File: src/rtl/alu_pkg.sv
// Shared op-code and FSM state definitions for the multi-cycle execute ALU.
package alu_pkg;

    localparam logic [2:0] OP_ADD = 3'b000;
    localparam logic [2:0] OP_NOT = 3'b001;
    localparam logic [2:0] OP_AND = 3'b010;
    localparam logic [2:0] OP_SUB = 3'b011;
    localparam logic [2:0] OP_OR  = 3'b100;
    localparam logic [2:0] OP_SHL = 3'b101;
    localparam logic [2:0] OP_SHR = 3'b110;
    localparam logic [2:0] OP_MUL = 3'b111;

    typedef enum logic {
        ST_IDLE = 1'b0,
        ST_BUSY = 1'b1
    } state_t;

endpackage

File: src/rtl/mul_shift_add.sv
// Iterative unsigned shift-add multiplier: one multiplier bit per cycle, W cycles per product.
// done/prod are combinational so the caller can capture the finished product on the final step edge.
module mul_shift_add #(
    parameter int unsigned W = 16
) (
    input  logic             clk,
    input  logic             rst_n,
    input  logic             start,
    input  logic             clear,
    input  logic [W-1:0]     a,
    input  logic [W-1:0]     b,
    output logic             done,
    output logic [2*W-1:0]   prod
);

    localparam int unsigned PW = 2 * W;
    localparam int unsigned CW = $clog2(W);

    logic          r_run;
    logic [CW-1:0] r_cnt;
    logic [PW-1:0] r_acc;
    logic [PW-1:0] r_mcand;
    logic [W-1:0]  r_mplier;
    logic [PW-1:0] w_addend;
    logic [PW-1:0] w_acc_nx;

    assign w_addend = r_mplier[0] ? r_mcand : '0;
    assign w_acc_nx = r_acc + w_addend;
    assign done     = r_run & (r_cnt == '0);
    assign prod     = w_acc_nx;

    // Operand latch on start, one shift-add step per cycle while running, abort on clear
    always_ff @(posedge clk or negedge rst_n) begin
        if (!rst_n) begin
            r_run    <= 1'b0;
            r_cnt    <= '0;
            r_acc    <= '0;
            r_mcand  <= '0;
            r_mplier <= '0;
        end else if (clear) begin
            r_run <= 1'b0;
            r_cnt <= '0;
        end else if (start) begin
            r_run    <= 1'b1;
            r_cnt    <= CW'(W - 1);
            r_acc    <= '0;
            r_mcand  <= PW'(a);
            r_mplier <= b;
        end else if (r_run) begin
            r_acc    <= w_acc_nx;
            r_mcand  <= r_mcand << 1;
            r_mplier <= r_mplier >> 1;
            r_cnt    <= r_cnt - CW'(1);
            if (r_cnt == '0) begin
                r_run <= 1'b0;
            end
        end
    end

endmodule

File: src/rtl/alu_multicycle.sv
// Execute-stage ALU: single-cycle ADD/SUB/logic/shift, iterative MUL, registered result and flags.
module alu_multicycle
    import alu_pkg::*;
#(
    parameter int unsigned W = 16
) (
    input  logic         clk,
    input  logic         rst_n,
    input  logic         flush,
    input  logic         in_valid,
    output logic         in_ready,
    input  logic [2:0]   op,
    input  logic [W-1:0] a,
    input  logic [W-1:0] b,
    output logic         out_valid,
    output logic [W-1:0] result,
    output logic         carry,
    output logic         zero,
    output logic         neg
);

    localparam int unsigned SHW = $clog2(W);

    state_t         r_state;
    state_t         w_state_nx;
    logic           r_in_ready;
    logic           r_out_valid;
    logic [W-1:0]   r_result;
    logic           r_carry;
    logic           r_zero;
    logic           r_neg;

    logic [SHW-1:0] w_shamt;
    logic [W:0]     w_add;
    logic [W:0]     w_shl;
    logic [W:0]     w_shr;
    logic [W-1:0]   w_alu_res;
    logic           w_alu_carry;

    logic           w_load;
    logic [W-1:0]   w_res_nx;
    logic           w_carry_nx;
    logic           w_mul_start;
    logic           w_mul_clear;
    logic           w_mul_done;
    logic [2*W-1:0] w_mul_prod;

    assign in_ready  = r_in_ready;
    assign out_valid = r_out_valid;
    assign result    = r_result;
    assign carry     = r_carry;
    assign zero      = r_zero;
    assign neg       = r_neg;

    // Widened forms expose the carry-out / last shifted-out bit in the extra position
    assign w_shamt = b[SHW-1:0];
    assign w_add   = {1'b0, a} + {1'b0, b};
    assign w_shl   = {1'b0, a} << w_shamt;
    assign w_shr   = {a, 1'b0} >> w_shamt;

    mul_shift_add #(.W(W)) u_mul (
        .clk   (clk),
        .rst_n (rst_n),
        .start (w_mul_start),
        .clear (w_mul_clear),
        .a     (a),
        .b     (b),
        .done  (w_mul_done),
        .prod  (w_mul_prod)
    );

    // Single-cycle datapath result and carry
    always_comb begin
        w_alu_res   = w_add[W-1:0];
        w_alu_carry = 1'b0;
        case (op)
            OP_ADD: begin
                w_alu_res   = w_add[W-1:0];
                w_alu_carry = w_add[W];
            end
            OP_NOT: w_alu_res = ~a;
            OP_AND: w_alu_res = a & b;
            OP_SUB: begin
                w_alu_res   = a - b;
                w_alu_carry = (a < b);
            end
            OP_OR:  w_alu_res = a | b;
            OP_SHL: begin
                w_alu_res   = w_shl[W-1:0];
                w_alu_carry = w_shl[W];
            end
            OP_SHR: begin
                w_alu_res   = w_shr[W:1];
                w_alu_carry = w_shr[0];
            end
            default: begin
                w_alu_res   = w_add[W-1:0];
                w_alu_carry = 1'b0;
            end
        endcase
    end

    // Next-state and control: accept in IDLE, run MUL in BUSY, flush aborts and discards
    always_comb begin
        w_state_nx  = r_state;
        w_load      = 1'b0;
        w_res_nx    = w_alu_res;
        w_carry_nx  = w_alu_carry;
        w_mul_start = 1'b0;
        w_mul_clear = 1'b0;
        case (r_state)
            ST_IDLE: begin
                if (flush) begin
                    w_mul_clear = 1'b1;
                end else if (in_valid) begin
                    if (op == OP_MUL) begin
                        w_mul_start = 1'b1;
                        w_state_nx  = ST_BUSY;
                    end else begin
                        w_load = 1'b1;
                    end
                end
            end
            ST_BUSY: begin
                if (flush) begin
                    w_mul_clear = 1'b1;
                    w_state_nx  = ST_IDLE;
                end else if (w_mul_done) begin
                    w_load     = 1'b1;
                    w_res_nx   = w_mul_prod[W-1:0];
                    w_carry_nx = |w_mul_prod[2*W-1:W];
                    w_state_nx = ST_IDLE;
                end
            end
            default: w_state_nx = ST_IDLE;
        endcase
    end

    // State, handshake and result/flag registers
    always_ff @(posedge clk or negedge rst_n) begin
        if (!rst_n) begin
            r_state     <= ST_IDLE;
            r_in_ready  <= 1'b1;
            r_out_valid <= 1'b0;
            r_result    <= '0;
            r_carry     <= 1'b0;
            r_zero      <= 1'b0;
            r_neg       <= 1'b0;
        end else begin
            r_state     <= w_state_nx;
            r_in_ready  <= (w_state_nx == ST_IDLE);
            r_out_valid <= w_load;
            if (w_load) begin
                r_result <= w_res_nx;
                r_carry  <= w_carry_nx;
                r_zero   <= (w_res_nx == '0);
                r_neg    <= w_res_nx[W-1];
            end
        end
    end

endmodule

File: config.mk
export PLATFORM = sky130hd
export DESIGN_NAME = alu_multicycle
export DESIGN_NICKNAME = d
export VERILOG_FILES = /design/src/rtl/alu_pkg.sv /design/src/rtl/mul_shift_add.sv /design/src/rtl/alu_multicycle.sv
export SDC_FILE = /design/constraint.sdc
export NUM_CORES = 1
export LEC_CHECK = 0
export ABC_AREA = 1
export CORE_ASPECT_RATIO = 1.2
export CORE_MARGIN = 8
export CORE_UTILIZATION = 45
export CTS_CLUSTER_DIAMETER = 100
export DETAILED_ROUTE_END_ITERATION = 8
export GPL_ROUTABILITY_DRIVEN = 0
export HOLD_SLACK_MARGIN = 0.03
export PLACE_DENSITY_LB_ADDON = 0.25
export SLEW_MARGIN = 20
export SYNTH_ARGS = -nofsm -noshare
export SYNTH_HDL_FRONTEND = slang
export SYNTH_SLANG_ARGS = --single-unit
File: constraint.sdc
create_clock -name clk -period 3.2 [get_ports clk]
set_input_delay 0.48 -clock clk [delete_from_list [all_inputs] [get_ports clk]]
set_output_delay 0.48 -clock clk [all_outputs]
set_load 0.01 [all_outputs]
Word level (Yosys, flattened, before mapping):

Cells that the tools add are included.

* flip-flop bits (word level): 107
* input port bits: 39

* add/sub/neg operators: 4
* order comparisons: 1
* eq/ne operators: 7
* shift operators: 2
* muxes and demuxes: 36
* bitwise operators: 7
* reductions and logical operators: 7

Operator list (number)
* 2-to-1 mux 32 bit: 5
* case mux 16 bit (6 select lines): 1
* 2-to-1 mux 16 bit: 5
* adder 32 bit: 1
* 2-to-1 mux 1 bit: 19
* adder 16 x 16 -> 17 bit: 1
* left shift 16 x 4 -> 17 bit: 1
* >> shifter 17 x 4 -> 17 bit: 1
* bitwise AND 16 bit: 1
* zero test 16 bit: 1
* < comparator 16 bit: 1
* inverter 16 bit: 1
* bitwise OR 16 bit: 1
* OR reduction 16 bit: 1
* subtractor 16 bit: 1
* equality test 3 bit (second input constant): 4
* 2-to-1 mux 4 bit: 3
* equality test 3 x 2 -> 1 bit (second input constant): 2
* zero test 4 bit: 1
* case mux 1 bit (2 select lines): 2
* case mux 1 bit (4 select lines): 1
* subtractor 4 x 1 -> 4 bit (second input constant): 1
* equality test 3 x 1 -> 1 bit (second input constant): 1
* zero test 3 bit: 1
* other kinds (5): 7

Depth between registers and ports, before layout:

Gate-level depths: netlist of the first run.

* depth after elaboration: 7
* gate-level depth with buffers: 22
* mapped depth without buffers: 20

By module:

From an unflattened synthesis of the first run, not the netlist that was laid out.

* cells, all modules: 1913
* area, all modules: 11564.8 sq um

Modules (own cells, without submodules)
* mul_shift_add: times used 1, cells each 950, area each 6266.0 sq um, seq. area each 2127.0 sq um
* alu_multicycle: times used 1, cells each 963, area each 5298.8 sq um, seq. area each 526.8 sq um

Worst setup path after synthesis of the first run:

No wires, ideal clock.

* path kind: register to register
* start: reg u_mul.r_mplier[0]
* end: reg r_carry, in the netlist carry
* arrival: 2.541 ns
* required time: 3.082 ns
* setup slack: 0.541 ns
* cell stages (with the launch flop): 23
* path buffers: 2
* clock period less this slack: 2.659 ns
* path through: dfrtp_1 -> clkbuf_1 -> clkbuf_1 -> nand2_1 -> inv_1 -> ha_1 -> fa_1 -> nand3_1 -> nand3_1 -> nand2_1 -> nand2_1 -> nand2_1 -> nand2_1 -> nand2_1 -> nand2_1 -> nand2_1 -> nand2_1 -> nor2_1 -> nand2_1 -> nor2_1 -> nand3_1 -> nand3_1 -> nand2_1

* cells in the longest elaborated chain, start to end: 6

RTL lines
* start, declared: line mul_shift_add.sv:23 `logic [W-1:0] r_mplier;`
* start signal, assigned: line mul_shift_add.sv:52 `r_mplier <= r_mplier >> 1;`
* 2-to-1 mux 32 bit: line mul_shift_add.sv:27 `assign w_addend = r_mplier[0] ? r_mcand : '0;`
* adder 32 bit: line mul_shift_add.sv:28 `assign w_acc_nx = r_acc + w_addend;`
* OR reduction 16 bit: line alu_multicycle.sv:131 `w_carry_nx = |w_mul_prod[2*W-1:W];`
* 2-to-1 mux 1 bit: line alu_multicycle.sv:128 `end else if (w_mul_done) begin`
* 2-to-1 mux 1 bit: line alu_multicycle.sv:125 `if (flush) begin`
* 2-to-1 mux 1 bit: line alu_multicycle.sv:111 `case (r_state)`
* end signal, assigned: line alu_multicycle.sv:155 `r_carry <= w_carry_nx;`
* end, declared: line alu_multicycle.sv:29 `logic r_carry;`

Every way passes these cells.
A chain may end at the register's enable or synchronous reset.

Final worst setup path of the first run:

Ends and elaborated chain as after synthesis.

==> results of run 1 <==
==> where the power goes <==
group          leakage (nW)  internal, W  switching [W]  total, W
sequential             1.31      0.00172       0.000265   0.00198
combinational          5.39      0.00134        0.00237   0.00371
clock                 0.154     0.000647       0.000581   0.00123
total                  6.85      0.00370        0.00322   0.00692
==> per-layer routing <==
layer / track usage (%) / up-vias / part of all wire [%]
li1: - / 6106 / -
met1: 29.3 / 5761 / 36
met2: 47.4 / 596 / 48
met3: 4.19 / 187 / 6.5
met4: 21.8 / 0 / 8.6
met5: 0 / - / 0
==> synthesized netlist by cell type (all sizes together) <==
master	number
nand4	33
a32o	1
o21a	3
o2111ai	1
o22ai	19
a22oi	1
inv	253
o211ai	6
clkinv	1
dfrtp	105
o221ai	1
o2111a	1
and3	1
nor2	203
a21o	1
xnor2	3
buf	27
fa	3
a21boi	1
o21ai	75
dfstp	1
nand2	622
clkbuf	39
o21bai	4
a31oi	33
and2	1
ha	82
nor4	4
nor3	14
nand3	199
nand3b	5
a21oi	68
or2	3
a22o	25
xor2	12
==> sequential cells by signal (all words and copies together) (netlist names) <==
signal / count
u_mul.r_mplier: 16
u_mul.r_cnt: 4
u_mul.r_acc: 32
u_mul.r_mcand: 32
r_state: 1
out_valid: 1
in_ready: 1
result: 16
zero: 1
u_mul.r_run: 1
carry: 1
==> cell type report <==
class	instances	area share (%)
Timing Repair Buffer	128	8.96
Tap cell	325	3.22
Sequential cell	106	21.0
Clock buffer	10	1.89
Inverter	254	7.56
Clock inverter	6	0.615
Multi-Input combinational cell	1425	56.7
==> worst max-delay path: stages, from the launching register on <==
cell and delay (ns):
dfrtp_2 0.49, buf_4 0.22, nand2_1 0.08, inv_1 0.05, ha_1 0.36, nand2_1 0.12
nor2_1 0.15, inv_1 0.11, nor2_1 0.18, nand4_1 0.23, nand4_1 0.17, nand2_1 0.10
nor2_1 0.11, nand2_1 0.05, nor2_1 0.13, nand3_1 0.15, nand3_1 0.11, nand2_1 0.05
==> cells by family (layout without fill, tap and decap cells) <==
logic type,after synthesis,in the layout,share of synthesized area [%]
and+or+nand+nor,1085,1085,40.8
adders and majority gates,85,85,9.84
AOI/OAI and AO/OA,240,240,13.0
buffers and inverters,320,398,11.2
DFF,106,106,24.0
xor gates and xnor gates,15,15,1.19
==> metrics by stage <==
step,cells,util (%)
after global routing,2254,51.6
final,2254,51.6
after floorplan,1851,-
after CTS,2252,51.5
after global placement,2236,50.3
after detailed placement,2236,50.3
==> worst max-delay path by stage <==
| stage | to | slack (ns) | cells past startpoint |
|---|---|---|---|
| finish | carry | 0.25 | 17 |
| global route | carry | 0.02 | 18 |
| CTS | carry | 0.16 | 18 |
| detailed placement | zero | 0.02 | 16 |
| global placement | zero | 0.03 | 16 |
| floorplan | carry | 0.54 | 22 |
==> repair_timing <==
item | CTS | global route
setup buffers | 0 | 2
setup endpoints to repair | 0 | 3
resized for setup | 0 | 2
==> placed cells by master (no fill, tap or decap), types with 3 or more instances in the layout <==
cell type	n
nand2_1	621
inv_1	245
nor2_1	198
nand3_1	197
dfrtp_1	104
ha_1	82
o21ai_0	69
buf_4	68
a21oi_1	67
clkdlybuf4s50_1	58
nand4_1	33
a31oi_1	33
a22o_1	25
o22ai_1	19
nor3_1	14
xor2_1	12
clkbuf_16	9
inv_2	8
o211ai_1	6
o21ai_1	6
nand3b_1	5
o21bai_1	4
nor4_1	4
o21a_1	3
nor2_2	3
or2_2	3
xnor2_1	3
fa_1	3
==> impl_metrics.yaml, run 1 <==
synthesis:
  synth_area_um2: 11000
  ys_seq_area_share_pct: 24.0
  synth_top_cell_by_area: "dfrtp_1"
  synth_seq_cells: 106
  synth_area_per_cell_um2: 5.96
  syn-instance-count: 1851
  yosys_warnings: 0
  synth_top_area_share_pct: 23.8
  ys_types: 45
  synth_nets: 1975
  yosys-top-cells-area: "dfrtp_1 24%, nand2_1 21%, ha_1 9.3%"
finish:
  num-fill-cells: 2573
  drive_gt1_share_pct: 5.60
  area_growth_pct: 14.3
  regArea_um2: 2660
  num_antenna_cells: 0
  multi_input_area_um2: 7150
  final_nets: 2048
  fin_area_um2: 12600
timing:
  slew_violations: 0
  fin_crit_sh_pct: 92.2
  min_period_ns: 2.95
  worst_hold_slack_ns: 0.189
  final-setup-viol-count: 0
  layout_setup_ws_ns: 0.249
  max_freq_mhz: 339
  hold_violations: 0
  tightestPinTransition_ns: 0.750
  skew_ns: 0.0120
  setup_tns_ns: 0
  rsz0062_at_grt: "no"
  relSlewSlack_pct: 49.9
pwr:
  power.density_nw_per_um2: 549
  peakVddDrop_mv: 0.279
  p_total_w: 0.00692
  leakage_nw: 6.85
worst_setup_path:
  required_ns: 3.46
  crit_arrival_ns: 3.21
  worstSetupPathType: "reg -> reg"
  start_kind: "register"
  r2r-end: "carry"
  r2r-start: "u_mul.r_mplier[0]"
  rrSetupSlack_ns: 0.25
  cp_max_fo: 17
  r2r_cells: 17
  end_kind: "register"
  timing.critical_path.from: "u_mul.r_mplier[0]"
cts:
  htreeDepth: 3
  cts_tree: "done"
  postCtsHoldBufs: 0
  clockBufferDepth: 2
  clock_latency_ns: 0.37
  root_buffer: "clkbuf_16"
  numCtsBuffers: 9
  clock_sinks: 106
  cts.clk_slew.worst_paths_ns: 0.08
grt:
  grt_first_pass_wirelength_um: 64500
  grt_overflow: 0
  grt_use_total_pct: 27.3
  grt_pass1_vias: 12400
  grt_start_max_net_pins: 79
  antenna_found_initial: 0
detailed_routing:
  drc: 0
  drt_iter0_drc: 1126
  vias: 12700
  ant_nets: 0
  drt_wl_total_um: 41000
  wl_per_cell_um: 18.2
  viasPerCell: 5.61
  dr.pass1.iters: 6
place:
  dp_hpwl_um: 32200
  io_buffer_count: 59
  placed_area_um2: 12300
  dpl_worst_slack_ns: 0.0221
floorplan:
  die_y_um: 188
  die_w_um: 159
  initial_core_util_pct: 45.2
  ios: 60
  die-area_um2: 29800
  row_count: 63
  coreArea_um2: 24400
run:
  maxCapViolations: 0
run_status:
  outcome: "complete, no violations"
worst_hold_path:
  hold_path.class: "in -> async"
(Power assumes the default switching activity.)
==> run 2, diff against run 1 <==
--- a/config.mk
+++ b/config.mk
@@ -12,8 +12,11 @@
 export CTS_CLUSTER_DIAMETER = 100
 export DETAILED_ROUTE_END_ITERATION = 8
 export GPL_ROUTABILITY_DRIVEN = 0
+export GPL_TIMING_DRIVEN = 1
 export HOLD_SLACK_MARGIN = 0.03
 export PLACE_DENSITY_LB_ADDON = 0.25
+export REMOVE_ABC_BUFFERS = 1
+export SETUP_SLACK_MARGIN = 0.3
 export SLEW_MARGIN = 20
 export SYNTH_ARGS = -nofsm -noshare
 export SYNTH_HDL_FRONTEND = slang
==> run 2 against run 1 <==
Critical path depth up 1. Utilization rose by 1.7 points. Flip-flop and latch count is the same. Clock power fell by 11%. Non-clock buffer count increased by 24. Worst setup slack lost 0.018 ns. Clock skew is 0.0014 ns higher. Design area up 3.4%. Critical path type unchanged. Critical endpoint unchanged. Highest routed layer unchanged.
==> impl_metrics.yaml, run 2 (synthesized netlist as in run 1, its figures left out) <==
place:
  dpl_worst_slack_ns: 0.00685
  io_buffer_count: 59
  placed_area_um2: 12500
  dp_hpwl_um: 31700
finish:
  num-fill-cells: 2531
  mostFrequentLayoutCells: "614 x nand2_1, 245 x inv_1, 195 x nand3_1"
  area_growth_pct: 18.1
  final_nets: 2073
  num_antenna_cells: 0
  drive_gt1_share_pct: 9.57
  finish.utilization_pct: 53.4
  layout_commonest_cell: "nand2_1"
  largestRegisters: "u_mul.r_acc x32, u_mul.r_mcand x32"
  fin_area_um2: 13000
pwr:
  p_clk_share_pct: 15.4
  peakVddDrop_mv: 0.308
  pwr-share-comb_pct: 56.5
  power.internal_w: 0.00377
  power.density_nw_per_um2: 546
  p_sw_share_pct: 47.0
  leakage_nw: 6.99
  power_switching_w: 0.00334
  p_seq_share_pct: 28.1
worst_setup_path:
  worstSetupPathType: "reg -> reg"
  slowest_stage: "dfrtp_2"
  crit_top_cell: "nand2_1"
  crit_arrival_ns: 3.22
  crit_chain: "buf_2 -> nand2_1 -> inv_1 -> ha_4 -> nand2_1 -> nor2_2 -> inv_1 -> nor3_2 -> buf_4 -> nand3_1 -> nand4_1 -> nand2_1 -> nor2_1 -> nand2_1 -> nor2_1 -> nand3_1 -> nand3_1 -> nand2_1"
  start_kind: "register"
  max_stage_delay_ns: 0.45
  cp_max_fo: 8
  required_ns: 3.45
  end_kind: "register"
  r2r_cells: 18
run_status:
  outcome: "complete, no violations"
detailed_routing:
  vias: 12800
  drt_wl_total_um: 41100
  wl_per_cell_um: 18.0
  ant_nets: 0
  dr.pass1.iters: 6
  drc: 0
  drt_iter0_drc: 1216
  viasPerCell: 5.64
floorplan:
  ios: 60
  row_count: 63
  die-area_um2: 29800
  die_w_um: 159
  die_y_um: 188
  coreArea_um2: 24400
  initial_core_util_pct: 45.2
cts:
  htreeDepth: 3
  clockBufferDepth: 2
  cts_tree: "done"
  clock_sinks: 106
  clock_latency_ns: 0.36
  cts.clk_slew.worst_paths_ns: 0.08
  numCtsBuffers: 9
  root_buffer: "clkbuf_16"
timing:
  relSlewSlack_pct: 47.2
  hold_violations: 0
  rsz0062_at_grt: "yes"
  skew_ns: 0.0134
  tightestPinTransition_ns: 0.791
  slew_violations: 0
  min_period_ns: 2.97
  max_freq_mhz: 337
  layout_setup_ws_ns: 0.230
  final-setup-viol-count: 0
  fin_crit_sh_pct: 92.8
grt:
  grt_use_total_pct: 26.8
  grt_start_max_net_pins: 79
  grt_first_pass_wirelength_um: 63900
  grt_overflow: 0
  antenna_found_initial: 0
  grt_pass1_vias: 12200
run:
  maxCapViolations: 0
worst_hold_path:
  hold_path.class: "in -> async"
==> run 2: cell types whose count changed in the layout (fill, tap and decap cells not counted), sizes merged <==
cell           previous run  this run
clkbuf                   10        13
dlymetal6s2s              0         3
buf                      70        93
nor2                    203       204
clkinvlp                  1         2
clkdlybuf4s50            58        55
inv                     257       255
bufinv                    1         0
==> run 2: final timing paths <==
check                      slack [ns]              start                to
max                              0.23  u_mul.r_mplier[0]             carry
min                              0.09              rst_n  u_mul.r_mcand[2]
max reg2reg                      0.23  u_mul.r_mplier[0]             carry
min reg2reg                      0.49         result[11]        result[11]
max in group asynchronous        2.34              rst_n         out_valid
min in group clk                 0.49         result[11]        result[11]
==> run 2: through the flow <==
stage / cells / setup TNS, ns / power [W] / hold slack, ns
2_1_floorplan: 1785 / -27.96 / 0.00437 / 0.184
3_3_place_gp: 2256 / 0 / 0.00562 / 0.464
3_5_place_dp: 2256 / 0 / 0.00567 / 0.469
4_1_cts: 2273 / 0 / 0.00679 / 0.0972
5_1_grt: 2279 / 0 / 0.00762 / 0.115
6_report: 2279 / 0 / 0.00711 / 0.0895
==> run 2: metal layers <==
metal  global-route usage (%)  vias to the layer above  wire, um
met5                        0                        -         0
met4                     20.4                        0      3600
met3                     3.36                      192      2700
met2                     45.9                      604     19600
met1                     30.0                     5894     15200
li1                         -                     6155         -
==> run 2: area by class of cell <==
| type | count | area (um2) | area share, % |
|---|---|---|---|
| inverter | 254 | 953 | 7.31 |
| timing repair buffer | 152 | 1340 | 10.3 |
| multi-input combinational | 1426 | 7410 | 56.8 |
| clock buffer | 12 | 236 | 1.81 |
| sequential | 106 | 2660 | 20.4 |
| tap | 325 | 407 | 3.12 |
| clock inverter | 4 | 35.0 | 0.269 |
==> run 2: worst max-delay path: cells and delay by family, from the launching register on <==
| kind | cells | cell delay [ns] |
|---|---|---|
| buffers and inverters | 4 | 0.55 |
| AND/OR/NAND/NOR | 13 | 1.56 |
| flip-flops | 1 | 0.45 |
| adder cells (fa/ha/maj) | 1 | 0.31 |
==> run 2: repair_timing <==
action,4_1_cts,5_1_grt
pin swaps,0,6
gates resized for setup,4,68
cloned,0,1
hold buffers,0,0
setup buffers,1,5
setup endpoints to repair,3,28
==> run 2: power by group through the flow <==
stage	logic [W]	registers [W]	clock network [W]
final	0.00402	0.00200	0.00110
after global routing	0.00442	0.00204	0.00116
after CTS	0.00370	0.00199	0.00111
after detailed placement	0.00366	0.00201	0
after global placement	0.00361	0.00200	0
after floorplan	0.00240	0.00196	0
